--- src/rtl/bcd_pkg.sv ---
// bcd_pkg: shared constants and types for the BCD arithmetic blocks.
//   BCD_DIGIT_W  width of one packed BCD digit
//   BCD_MAX      largest legal digit value
//   BCD_CORR     correction added when a digit sum overflows past 9
//   bcd_digit_t  one packed BCD digit
//   state_t      sequencer states of the digit-serial adder
package bcd_pkg;

  localparam int BCD_DIGIT_W = 4;
  localparam int BCD_MAX     = 9;
  localparam int BCD_CORR    = 6;

  typedef logic [BCD_DIGIT_W-1:0] bcd_digit_t;

  typedef enum logic {
    IDLE = 1'b0,
    RUN  = 1'b1
  } state_t;

  // True when a digit is not a legal BCD value (A..F).
  function automatic logic digit_invalid(input bcd_digit_t d);
    return d > bcd_digit_t'(BCD_MAX);
  endfunction

endpackage

--- src/rtl/bcd_digit_add.sv ---
// bcd_digit_add: combinational single-digit decimal adder with correction.
//   a, b  input digits (any 4-bit value; illegal digits follow the same rule)
//   ci    decimal carry-in
//   s     corrected result digit
//   co    decimal carry-out (raw sum exceeded 9)
module bcd_digit_add
  import bcd_pkg::*;
(
  input  bcd_digit_t a,
  input  bcd_digit_t b,
  input  logic       ci,
  output bcd_digit_t s,
  output logic       co
);

  localparam int ZW = BCD_DIGIT_W + 1;

  logic [ZW-1:0] z;
  logic [ZW-1:0] z_corr;

  assign z      = ZW'(a) + ZW'(b) + ZW'(ci);
  // Wrap of the 5-bit corrected sum is harmless: only the low digit is kept.
  assign z_corr = z + ZW'(BCD_CORR);
  assign co     = z > ZW'(BCD_MAX);
  assign s      = co ? z_corr[BCD_DIGIT_W-1:0] : z[BCD_DIGIT_W-1:0];

endmodule

--- src/rtl/bcd_serial_adder.sv ---
// bcd_serial_adder: digit-serial DIGITS-wide BCD adder/subtractor.
// Operands are latched on start and summed one digit per clock, LSD first,
// through a single bcd_digit_add.
//   clk    rising-edge clock
//   rst    asynchronous reset, active-high
//   start  request, sampled only while idle
//   sub    1 = A-B, 0 = A+B (latched with start)
//   a, b   packed BCD operands, digit 0 in [3:0]
//   ci     carry-in for addition (latched with start)
//   busy   operation in progress
//   done   one-cycle completion pulse
//   s      result, held until the next completion
//   co     decimal carry-out; in subtraction 1 = no borrow (A >= B)
//   err    an operand digit exceeded 9; updates with done, held
// Build option: define BCD_SUB_EN to enable subtraction. Without it the
// nine's-complement path is absent and every operation is A+B+ci.
module bcd_serial_adder
  import bcd_pkg::*;
#(
  parameter int DIGITS = 4
) (
  input  logic                          clk,
  input  logic                          rst,
  input  logic                          start,
  input  logic                          sub,
  input  logic [BCD_DIGIT_W*DIGITS-1:0] a,
  input  logic [BCD_DIGIT_W*DIGITS-1:0] b,
  input  logic                          ci,
  output logic                          busy,
  output logic                          done,
  output logic [BCD_DIGIT_W*DIGITS-1:0] s,
  output logic                          co,
  output logic                          err
);

  localparam int W     = BCD_DIGIT_W * DIGITS;
  localparam int IDX_W = (DIGITS > 1) ? $clog2(DIGITS) : 1;

  state_t           state_q, state_d;
  logic [IDX_W-1:0] idx_q;
  logic [W-1:0]     a_sr, b_sr;   // operands, current digit at [3:0]
  logic [W-1:0]     acc;          // partial result, fills from the MSB side
  logic [W-1:0]     acc_next;
  logic             carry_q;
  logic             err_pend;     // err of the operation in flight
  logic             err_any;
  logic             last;
  logic             start_carry;
  bcd_digit_t       b_eff;
  bcd_digit_t       dsum;
  logic             dco;

`ifdef BCD_SUB_EN
  logic sub_q;

  // Subtraction is A + nine's complement of B + 1 (ten's complement).
  assign b_eff       = sub_q ? bcd_digit_t'(BCD_MAX) - b_sr[BCD_DIGIT_W-1:0]
                             : b_sr[BCD_DIGIT_W-1:0];
  assign start_carry = sub ? 1'b1 : ci;

  always_ff @(posedge clk or posedge rst) begin
    if (rst)                               sub_q <= 1'b0;
    else if (state_q == IDLE && start)     sub_q <= sub;
  end
`else
  logic unused_sub;

  assign unused_sub  = sub;
  assign b_eff       = b_sr[BCD_DIGIT_W-1:0];
  assign start_carry = ci;
`endif

  bcd_digit_add u_digit (
    .a  (a_sr[BCD_DIGIT_W-1:0]),
    .b  (b_eff),
    .ci (carry_q),
    .s  (dsum),
    .co (dco)
  );

  generate
    if (DIGITS == 1) begin : g_one
      assign acc_next = dsum;
    end else begin : g_many
      assign acc_next = {dsum, acc[W-1:BCD_DIGIT_W]};
    end
  endgenerate

  always_comb begin
    err_any = 1'b0;
    for (int i = 0; i < DIGITS; i++) begin
      err_any = err_any | digit_invalid(a[i*BCD_DIGIT_W +: BCD_DIGIT_W])
                        | digit_invalid(b[i*BCD_DIGIT_W +: BCD_DIGIT_W]);
    end
  end

  assign last = (idx_q == IDX_W'(DIGITS - 1));

  // NOTE: the default assignment first keeps every path driven, so no latch
  // is inferred even when a case arm leaves state_d untouched.
  always_comb begin
    state_d = state_q;
    case (state_q)
      IDLE:    if (start) state_d = RUN;
      RUN:     if (last)  state_d = IDLE;
      default: state_d = IDLE;
    endcase
  end

  // NOTE: sequential state uses non-blocking assignments so every register
  // samples pre-edge values regardless of statement order.
  always_ff @(posedge clk or posedge rst) begin
    if (rst) state_q <= IDLE;
    else     state_q <= state_d;
  end

  always_ff @(posedge clk or posedge rst) begin
    if (rst) begin
      idx_q    <= '0;
      a_sr     <= '0;
      b_sr     <= '0;
      acc      <= '0;
      carry_q  <= 1'b0;
      err_pend <= 1'b0;
      done     <= 1'b0;
      s        <= '0;
      co       <= 1'b0;
      err      <= 1'b0;
    end else begin
      done <= 1'b0;
      case (state_q)
        IDLE: if (start) begin
          a_sr     <= a;
          b_sr     <= b;
          acc      <= '0;
          idx_q    <= '0;
          carry_q  <= start_carry;
          err_pend <= err_any;
        end
        RUN: begin
          a_sr    <= a_sr >> BCD_DIGIT_W;
          b_sr    <= b_sr >> BCD_DIGIT_W;
          acc     <= acc_next;
          carry_q <= dco;
          idx_q   <= idx_q + 1'b1;
          if (last) begin
            s    <= acc_next;
            co   <= dco;
            err  <= err_pend;
            done <= 1'b1;
          end
        end
        default: ;
      endcase
    end
  end

  assign busy = (state_q == RUN);

endmodule

--- config.mk ---
export PLATFORM = sky130hd
export DESIGN_NAME = bcd_serial_adder
export DESIGN_NICKNAME = d
export VERILOG_FILES = /design/src/rtl/bcd_pkg.sv /design/src/rtl/bcd_digit_add.sv /design/src/rtl/bcd_serial_adder.sv
export SDC_FILE = /design/constraint.sdc
export NUM_CORES = 1
export LEC_CHECK = 0
export ABC_AREA = 1
export CORE_AREA = 10 10 113 115
export CTS_BUF_LIST = sky130_fd_sc_hd__clkbuf_4
export CTS_CLUSTER_DIAMETER = 80
export CTS_CLUSTER_SIZE = 12
export DETAILED_ROUTE_END_ITERATION = 7
export DIE_AREA = 0 0 123 125
export PLACE_DENSITY = 0.61
export RECOVER_POWER = 50
export SYNTH_ARGS = -nofsm -noshare
export SYNTH_HDL_FRONTEND = slang
export SYNTH_HIERARCHICAL = 1
export SYNTH_SLANG_ARGS = --single-unit
--- constraint.sdc ---
create_clock -name clk -period 2.8 [get_ports clk]
set_input_delay 0.28 -clock clk [delete_from_list [all_inputs] [get_ports clk]]
set_output_delay 0.28 -clock clk [all_outputs]
set_load 0.02 [all_outputs]
==> flow_metrics.tcl, run 1 <==
set metrics [dict create \
    outcome "finished, final reports clean" \
    dieArea_um2 15400 \
    ir_drop_mv 0.378 \
    nFillCells 1116 \
    ys_ff_latch 68 \
    synth_fp_nets 375 \
    rsz0062_at_grt "false" \
    ff2ff_setup_slack_ps 300 \
    finalSetupTns_ps 0 \
    hold_viol 0 \
    timing.final.ws_setup_ps 304 \
    cts-htree-levels 3 \
    syn_area_um2 3110 \
    p_switching_mw 1.59 \
    setup_viol_count_final 0 \
    ys_seq_area_share_pct 54.8 \
    max_freq_mhz 401 \
    required_ps 3100 \
    cts_tree "yes" \
    postRouteAntennaNets 0 \
    critPathLaunchType "flop" \
    antenna-diode-count 0 \
    hold_path_depth 3 \
    worstRegToRegCells 12 \
    final_nets 428 \
    worstSetupPathType "flop to flop" \
    crit_arrival_ps 2800 \
    drt_iter0_markers 164 \
    fin_crit_sh_pct 89.1 \
    end_kind "flop" \
    skew_ps 10.6 \
    postCtsSetupBuffers 0 \
    min_path_type "input pin to flop" \
    tightest_slew_ps 1210 \
    gr-total-overflow 0 \
    cts_hold_buf 0 \
    port_buffers 55 \
    vias 2373 \
    die_w_um 123 \
    drc 0 \
    path_clk_slew_ps 110 \
    cts-resized-gates 0 \
    internal-power_mw 2.42 \
    clockPowerShare_pct 17.9 \
    final_common_cell "nand2_1" \
    root_buffer "clkbuf_4" \
    initial_utilization_pct 29.3 \
    final_max_slew_viol_count 0 \
    combPwrFrac_pct 43.8 \
    grt_util_all_layers_pct 9.79 \
    path_max_fanout 4 \
    clk_latency_ps 400 \
    clockBufferDepth 2 \
    rows 38 \
    firstDrtPassIters 4 \
    fp.dieH_um 125 \
    swShare_pct 39.6 \
    cts.sinks 68 \
    post-dp-hpwl_mm 5.08 \
    wl_mm 7.12 \
    io_pins 57 \
    syn-instance-count 331 \
    leakage_nw 1.76 \
    holdWs_ps 425 \
    p_per_area_nw_per_um2 1040 \
    final_cell_mix "94 x nand2_1, 68 x dfrtp_1, 54 x clkdlybuf4s50_1, 48 x inv_1, 32 x o21ai_0" \
    relSlewSlack_pct 18.9 \
    drive_gt1_share_pct 7.97 \
    cts_buffers 9 \
    coreArea_um2 10600 \
    grt_max_degree 40 \
    antenna_found_initial 0 \
    seqPwrFrac_pct 38.3 \
    gp_congestion 0.795 \
    grt_pass1_vias 2467 \
    wire_per_inst_um 13.5 \
    syn-mean-instance-area_um2 9.38 \
    area_delta_synth_final_pct 24.2 \
    yosys_warnings 6 \
    grt_pass1_wl_mm 12.3 \
    timing.final.crit_period_ps 2500 \
    synth_cell_type_count 25 \
    place_ws_ps 344 \
    via_per_inst 4.49 \
    cap_violations 0 \
]
==> synthesized netlist by cell type <==
| cell type | n | area (µm²) |
|---|---|---|
| fa_1 | 2 | 40.0 |
| o21ai_1 | 1 | 5.00 |
| nand3_2 | 1 | 10.0 |
| a22o_1 | 1 | 8.76 |
| inv_8 | 1 | 11.3 |
| a21oi_2 | 2 | 17.5 |
| o221ai_1 | 10 | 87.6 |
| inv_1 | 48 | 180 |
| a21oi_1 | 2 | 10.0 |
| o211ai_2 | 2 | 25.0 |
| ha_1 | 5 | 62.6 |
| nand3_1 | 13 | 65.1 |
| buf_2 | 6 | 30.0 |
| o211ai_1 | 9 | 67.6 |
| inv_4 | 2 | 12.5 |
| buf_6 | 7 | 78.8 |
| dfrtp_1 | 68 | 1700 |
| nand2_8 | 1 | 20.0 |
| o22ai_1 | 12 | 75.1 |
| clkbuf_2 | 1 | 5.00 |
| nand2_1 | 92 | 345 |
| o21ai_0 | 32 | 160 |
| nor2_1 | 6 | 22.5 |
| nand2_4 | 4 | 45.0 |
| nand2_2 | 3 | 18.8 |
==> critical path: stages (launching register included) <==
cell,delay (ps)
dfrtp_1,420
fa_1,490
fa_1,410
nand2_1,150
nand2_4,70
ha_1,230
a21oi_2,130
nand2_2,110
nand2_4,80
nand2_1,50
nand2_1,50
inv_1,50
o21ai_0,160
==> state kept, by name, indices dropped and copies added, names as in the netlist <==
name,flops
err_pend,1
carry_q,1
co,1
acc,12
a_sr,16
s,16
busy,1
done,1
err,1
idx_q,2
b_sr,16
==> cell type report <==
cell class              instances  area [µm²]  area share [%]
multi-input cells             198        1060            27.5
well taps                     140         175            4.54
flip-flops and latches         68        1700            44.1
clock inverters                 7        91.3            2.37
clock buffers                   9        67.6            1.75
repair buffers                 56         556            14.4
inverters                      51         204            5.29
==> power groups by stage <==
stage	Combinational (mW)	Clock, mW	Sequential [mW]
floorplan	1.18	0	1.65
global placement	1.74	0	1.55
detailed placement	1.80	0	1.56
CTS	1.81	0.750	1.54
global route	1.99	0.802	1.59
finish	1.75	0.716	1.53
==> worst paths after layout <==
kind | start | end
max | a_sr[0]$_DFFE_PP0P_ | s[14]$_DFFE_PP0P_
max reg2reg | a_sr[0]$_DFFE_PP0P_ | s[14]$_DFFE_PP0P_
min in group asynchronous | rst | a_sr[12]$_DFFE_PP0P_
max in group asynchronous | rst | acc[7]$_DFFE_PP0P_
min reg2reg | idx_q[0]$_DFFE_PP0P_ | idx_q[0]$_DFFE_PP0P_
min | a[12] | a_sr[12]$_DFFE_PP0P_
==> metrics by stage <==
step | std cells | power [mW] | cell area [µm²] | utilization, %
2_1_floorplan | 331 | 2.83 | 3110 | -
3_3_place_gp | 513 | 3.29 | 3740 | 35.2
3_5_place_dp | 513 | 3.36 | 3740 | 35.2
4_1_cts | 529 | 4.10 | 3900 | 36.7
5_1_grt | 529 | 4.38 | 3860 | 36.4
6_report | 529 | 4.00 | 3860 | 36.4
==> per-layer routing <==
layer,vias up,wire length (µm),global-route usage (%)
met1,1123,3300,12.4
met2,56,3290,15.2
li1,1187,-,-
met3,7,467,4.01
met5,-,0,0
met4,0,65,2.26
==> logic make-up (layout without fill, tap and decap cells) <==
logic type / Yosys count / count (layout) / synth area share [%]
and+or+nand+nor: 120 / 120 / 17.0
DFF: 68 / 68 / 54.8
adders and majority gates: 7 / 7 / 3.30
AOI/OAI and AO/OA: 71 / 71 / 14.7
buffers and inverters: 65 / 123 / 10.2
Note: power is estimated with default switching activity, not from simulation.
==> run 2: changes to the inputs <==
--- a/config.mk
+++ b/config.mk
@@ -6,13 +6,13 @@
 export NUM_CORES = 1
 export LEC_CHECK = 0
 export ABC_AREA = 1
-export CORE_AREA = 10 10 113 115
+export CORE_AREA = 10 10 83 100
 export CTS_BUF_LIST = sky130_fd_sc_hd__clkbuf_4
-export CTS_CLUSTER_DIAMETER = 80
+export CTS_CLUSTER_DIAMETER = 100
 export CTS_CLUSTER_SIZE = 12
 export DETAILED_ROUTE_END_ITERATION = 7
-export DIE_AREA = 0 0 123 125
-export PLACE_DENSITY = 0.61
+export DIE_AREA = 0 0 93 110
+export PLACE_DENSITY = 0.86
 export RECOVER_POWER = 50
 export SYNTH_ARGS = -nofsm -noshare
 export SYNTH_HDL_FRONTEND = slang
==> run 2 against run 1 <==
  * Flip-flop and latch count unchanged
  * Via count grew 2.9%
  * Worst setup slack got worse by 22 ps
  * Critical path depth is the same
  * Final cell count fell by 10%
  * Cell area is 2.2% lower
  * Hold slack worse by 51 ps
  * Combinational power barely moved
  * Global-route usage grew 4.0 points
  * Wire length is 7.3% lower
  * Critical path type unchanged
==> flow_metrics.tcl, run 2 (synthesized netlist as in run 1, its figures left out) <==
set metrics [dict create \
    cts-htree-levels 3 \
    vias 2443 \
    worst_path_max_delay_cell "fa_1" \
    cts_hold_buf 0 \
    place_ws_ps 313 \
    swShare_pct 40.1 \
    relSlewSlack_pct 7.03 \
    coreArea_um2 6330 \
    postCtsSetupBuffers 0 \
    rsz0062_at_grt "false" \
    gp_congestion 0.796 \
    antenna-diode-count 0 \
    grt_util_all_layers_pct 13.8 \
    outcome "finished, final reports clean" \
    p_per_area_nw_per_um2 1030 \
    clk_latency_ps 410 \
    die_w_um 93 \
    reg_top3 "a_sr x16, b_sr x16, s x16" \
    crit_arrival_ps 2830 \
    ff2ff_setup_slack_ps 280 \
    io_pins 57 \
    drive_gt1_share_pct 7.18 \
    dpl_cell_area_um2 3680 \
    tightest_slew_ps 1390 \
    grt_max_degree 37 \
    holdWs_ps 374 \
    rows 32 \
    area_delta_synth_final_pct 21.4 \
    required_ps 3110 \
    end_kind "flop" \
    firstDrtPassIters 5 \
    crit_buf_inv 1 \
    root_buffer "clkbuf_4" \
    leakage_nw 1.75 \
    path_clk_slew_ps 110 \
    skew_ps 10.4 \
    hold_viol 0 \
    fin_crit_sh_pct 89.9 \
    wire_per_inst_um 13.9 \
    drt_iter0_markers 94 \
    p_switching_mw 1.56 \
    path_max_fanout 4 \
    finalSetupTns_ps 0 \
    stdcell_area_um2 3770 \
    r2r-end "s[15]$_DFFE_PP0P_" \
    fin_util_pct 59.6 \
    final_common_cell "nand2_1" \
    max_freq_mhz 397 \
    cts_buffers 9 \
    path_cells "fa_1, fa_1, nand2_1, nand2_4, ha_1, a21oi_2, nand2_2, nand2_4, nand2_1, nand2_1, inv_1, o21ai_0" \
    crit_top_cell "nand2_1" \
    internal-power_mw 2.34 \
    setup_viol_count_final 0 \
    timing.final.ws_setup_ps 281 \
    power_mw 3.90 \
    startpoint "a_sr[0]$_DFFE_PP0P_" \
    final_cell_mix "94 x nand2_1, 68 x dfrtp_1, 54 x clkdlybuf4s50_1, 48 x inv_1, 32 x o21ai_0" \
    cp-endpoint "s[15]$_DFFE_PP0P_" \
    cts-resized-gates 0 \
    worstSetupPathType "flop to flop" \
    final_nets 429 \
    wl_mm 6.59 \
    cp.depth 12 \
    antenna_found_initial 0 \
    worstRegToRegCells 12 \
    gr-total-overflow 0 \
    drc 0 \
    critical_path.top_delay_family "adder cells" \
    clockBufferDepth 2 \
    ir_drop_mv 0.403 \
    dpl.cell_count 459 \
    final_max_slew_viol_count 0 \
    post-dp-hpwl_mm 4.89 \
    postRouteAntennaNets 0 \
    critPathLaunchType "flop" \
    layout.cells.non_filler 475 \
    seqPwrFrac_pct 39.3 \
    cts.sinks 68 \
    dieArea_um2 10200 \
    r2r_start "a_sr[0]$_DFFE_PP0P_" \
    combPwrFrac_pct 45.2 \
    port_buffers 55 \
    min_path_type "input pin to async pin" \
    cap_violations 0 \
    timing.final.crit_period_ps 2520 \
    max_stage_delay_ps 490 \
    cts_tree "yes" \
    via_per_inst 5.14 \
    grt_pass1_vias 2522 \
    grt_pass1_wl_mm 11.4 \
    clockPowerShare_pct 15.5 \
    fp.dieH_um 110 \
    initial_utilization_pct 49.1 \
]
-- run 2: final cells by class --
class                           instances  area [µm²]
Tap cell                               85         106
Inverter                               51         204
Fill cell                             573        2550
Timing Repair Buffer                   57         567
Clock buffer                           10        75.1
Clock inverter                          6        55.1
Multi-Input combinational cell        198        1060
Sequential cell                        68        1700
-- run 2: how the worst min path moves through the flow --
| stage | to | slack, ps | depth (start not counted) |
|---|---|---|---|
| 2_1_floorplan | a_sr[12]$_DFFE_PP0P_ | 400 | 2 |
| 3_3_place_gp | err$_DFFE_PP0P_ | 460 | 2 |
| 3_5_place_dp | err$_DFFE_PP0P_ | 470 | 2 |
| 4_1_cts | a_sr[13]$_DFFE_PP0P_ | 150 | 2 |
| 5_1_grt | a_sr[13]$_DFFE_PP0P_ | 390 | 2 |
| 6_report | a_sr[13]$_DFFE_PP0P_ | 370 | 2 |
-- run 2: power groups by stage --
stage / Clock (mW) / Combinational [mW] / Sequential (mW)
2_1_floorplan: 0 / 1.18 / 1.65
5_1_grt: 0.672 / 1.99 / 1.58
3_5_place_dp: 0 / 1.79 / 1.56
6_report: 0.605 / 1.76 / 1.53
4_1_cts: 0.622 / 1.80 / 1.54
3_3_place_gp: 0 / 1.70 / 1.54
-- run 2: per-layer routing --
| metal | share of wire [%] | vias up | GRT usage (%) | wire, µm |
|---|---|---|---|---|
| li1 | - | 1188 | - | - |
| met4 | 1.3 | 0 | 6.84 | 89 |
| met5 | 0 | - | 0 | 0 |
| met1 | 43 | 1172 | 15.7 | 2810 |
| met3 | 7.2 | 10 | 4.94 | 475 |
| met2 | 49 | 73 | 22.6 | 3220 |
==> run 3: changes to the inputs <==
==> constraint.sdc (replaced) <==
create_clock -name clk -period 2.66 [get_ports clk]
set_input_delay 0.266 -clock clk [delete_from_list [all_inputs] [get_ports clk]]
set_output_delay 0.266 -clock clk [all_outputs]
set_load 0.02 [all_outputs]
==> run 3 against run 2 <==
  * Sequential power rose by 6%
  * Register-to-register slack got worse by 90 ps
  * Combinational power is 6% higher
  * Flip-flop and latch count did not move
  * Global-route usage about the same
  * Hold slack improved by 34 ps
  * Count of clock-buffer cells in the layout up 2
  * Die area stayed put
  * Total power is 3.4% higher
  * Critical path depth is the same
  * Non-clock buffer count unchanged
  * Cell area shrank 0.63%
==> flow_metrics.tcl, run 3 (synthesized netlist as in run 1, its figures left out) <==
set metrics [dict create \
    outcome "finished, final reports clean" \
    gr-total-overflow 0 \
    rows 32 \
    cts_buffers 9 \
    dpl_cell_area_um2 3660 \
    area_delta_synth_final_pct 20.7 \
    io_pins 57 \
    cts.sinks 68 \
    root_buffer "clkbuf_4" \
    ir_drop_mv 0.460 \
    worstSetupPathType "flop to flop" \
    fin_crit_sh_pct 92.9 \
    firstDrtPassIters 4 \
    gp_congestion 0.783 \
    clk_latency_ps 400 \
    place_ws_ps 221 \
    grt_max_degree 37 \
    required_ps 2950 \
    antenna-diode-count 0 \
    vias 2394 \
    worst_path_max_delay_cell "fa_1" \
    tightest_slew_ps 1330 \
    cts-htree-levels 3 \
    grt_pass1_wl_mm 11.3 \
    drt_iter0_markers 106 \
    path_clk_slew_ps 110 \
    dpl.cell_count 459 \
    wl_mm 6.58 \
    timing.final.crit_period_ps 2470 \
    cts_tree "yes" \
    p_per_area_nw_per_um2 1080 \
    stdcell_area_um2 3750 \
    grt_util_all_layers_pct 13.8 \
    hold_viol 0 \
    timing.final.ws_setup_ps 188 \
    dieArea_um2 10200 \
    wire_per_inst_um 13.9 \
    reg_top3 "a_sr x16, b_sr x16, s x16" \
    cts_hold_buf 0 \
    final_max_slew_viol_count 0 \
    skew_ps 14.7 \
    crit_arrival_ps 2760 \
    fin_util_pct 59.2 \
    die_w_um 93 \
    cts-resized-gates 0 \
    min_path_type "input pin to flop" \
    fp.dieH_um 110 \
    clockBufferDepth 2 \
    rsz0062_at_grt "false" \
    cap_violations 0 \
    antenna_found_initial 0 \
    port_buffers 55 \
    path_cells "fa_1, fa_1, nand2_2, nand2_4, ha_1, a21oi_2, nand2_2, nand2_4, nand2_1, nand2_1, inv_1, o22ai_1" \
    holdWs_ps 409 \
    postCtsSetupBuffers 0 \
    final_cell_mix "92 x nand2_1, 68 x dfrtp_1, 54 x clkdlybuf4s50_1, 48 x inv_1, 32 x o21ai_0" \
    initial_utilization_pct 49.1 \
    max_freq_mhz 405 \
    final_nets 429 \
    max_stage_delay_ps 490 \
    end_kind "flop" \
    coreArea_um2 6330 \
    final_common_cell "nand2_1" \
    finalSetupTns_ps 0 \
    post-dp-hpwl_mm 4.93 \
    critPathLaunchType "flop" \
    grt_pass1_vias 2433 \
    leakage_nw 1.74 \
    path_max_fanout 4 \
    relSlewSlack_pct 11.5 \
    drive_gt1_share_pct 7.97 \
    layout.cells.non_filler 474 \
    power_mw 4.03 \
    drc 0 \
    setup_viol_count_final 0 \
    via_per_inst 5.05 \
    postRouteAntennaNets 0 \
]
[run 3: layer usage]
metal  vias up  part of all wire (%)  GRT usage (%)
met5         -                     0              0
met2        68                    49           22.9
met3        13                   6.1           4.87
met4         0                   2.3           7.06
li1       1187                     -              -
met1      1126                    43           15.5
[run 3: where the power goes]
part	internal (mW)	total, mW	switching, mW
logic	0.758	1.87	1.12
registers	1.42	1.62	0.197
clock network	0.215	0.542	0.327
total	2.39	4.03	1.64
[run 3: final cells by class]
| cell class | instances | area, µm² |
|---|---|---|
| multi-input cells | 198 | 1070 |
| repair buffers | 57 | 558 |
| fillers | 595 | 2580 |
| well taps | 85 | 106 |
| clock buffers | 12 | 90.1 |
| inverters | 51 | 204 |
| clock inverters | 3 | 15.0 |
| flip-flops and latches | 68 | 1700 |
[run 3: critical path: cells and delay by family (launching register included)]
family	cells	cell delay (ps)
AND/OR/NAND/NOR	6	480
AO/OA/AOI/OAI	2	270
flip-flops	1	420
buffers and inverters	1	40
adder cells (fa/ha/maj)	3	1150
[run 3: path summary, 6_finish.rpt]
path                                           from                    to  slack [ps]  cells past startpoint
worst max-delay path            a_sr[0]$_DFFE_PP0P_   acc[14]$_DFFE_PP0P_         190                     12
worst min-delay path                          a[12]  a_sr[12]$_DFFE_PP0P_         410                      3
min in group asynchronous                       rst  err_pend$_DFFE_PP0P_         420                      2
worst max register to register  a_sr[0]$_DFFE_PP0P_   acc[14]$_DFFE_PP0P_         190                     12
max in group asynchronous                       rst     s[14]$_DFFE_PP0P_         550                      3
worst min register to register     s[9]$_DFFE_PP0P_      s[9]$_DFFE_PP0P_         490                      2
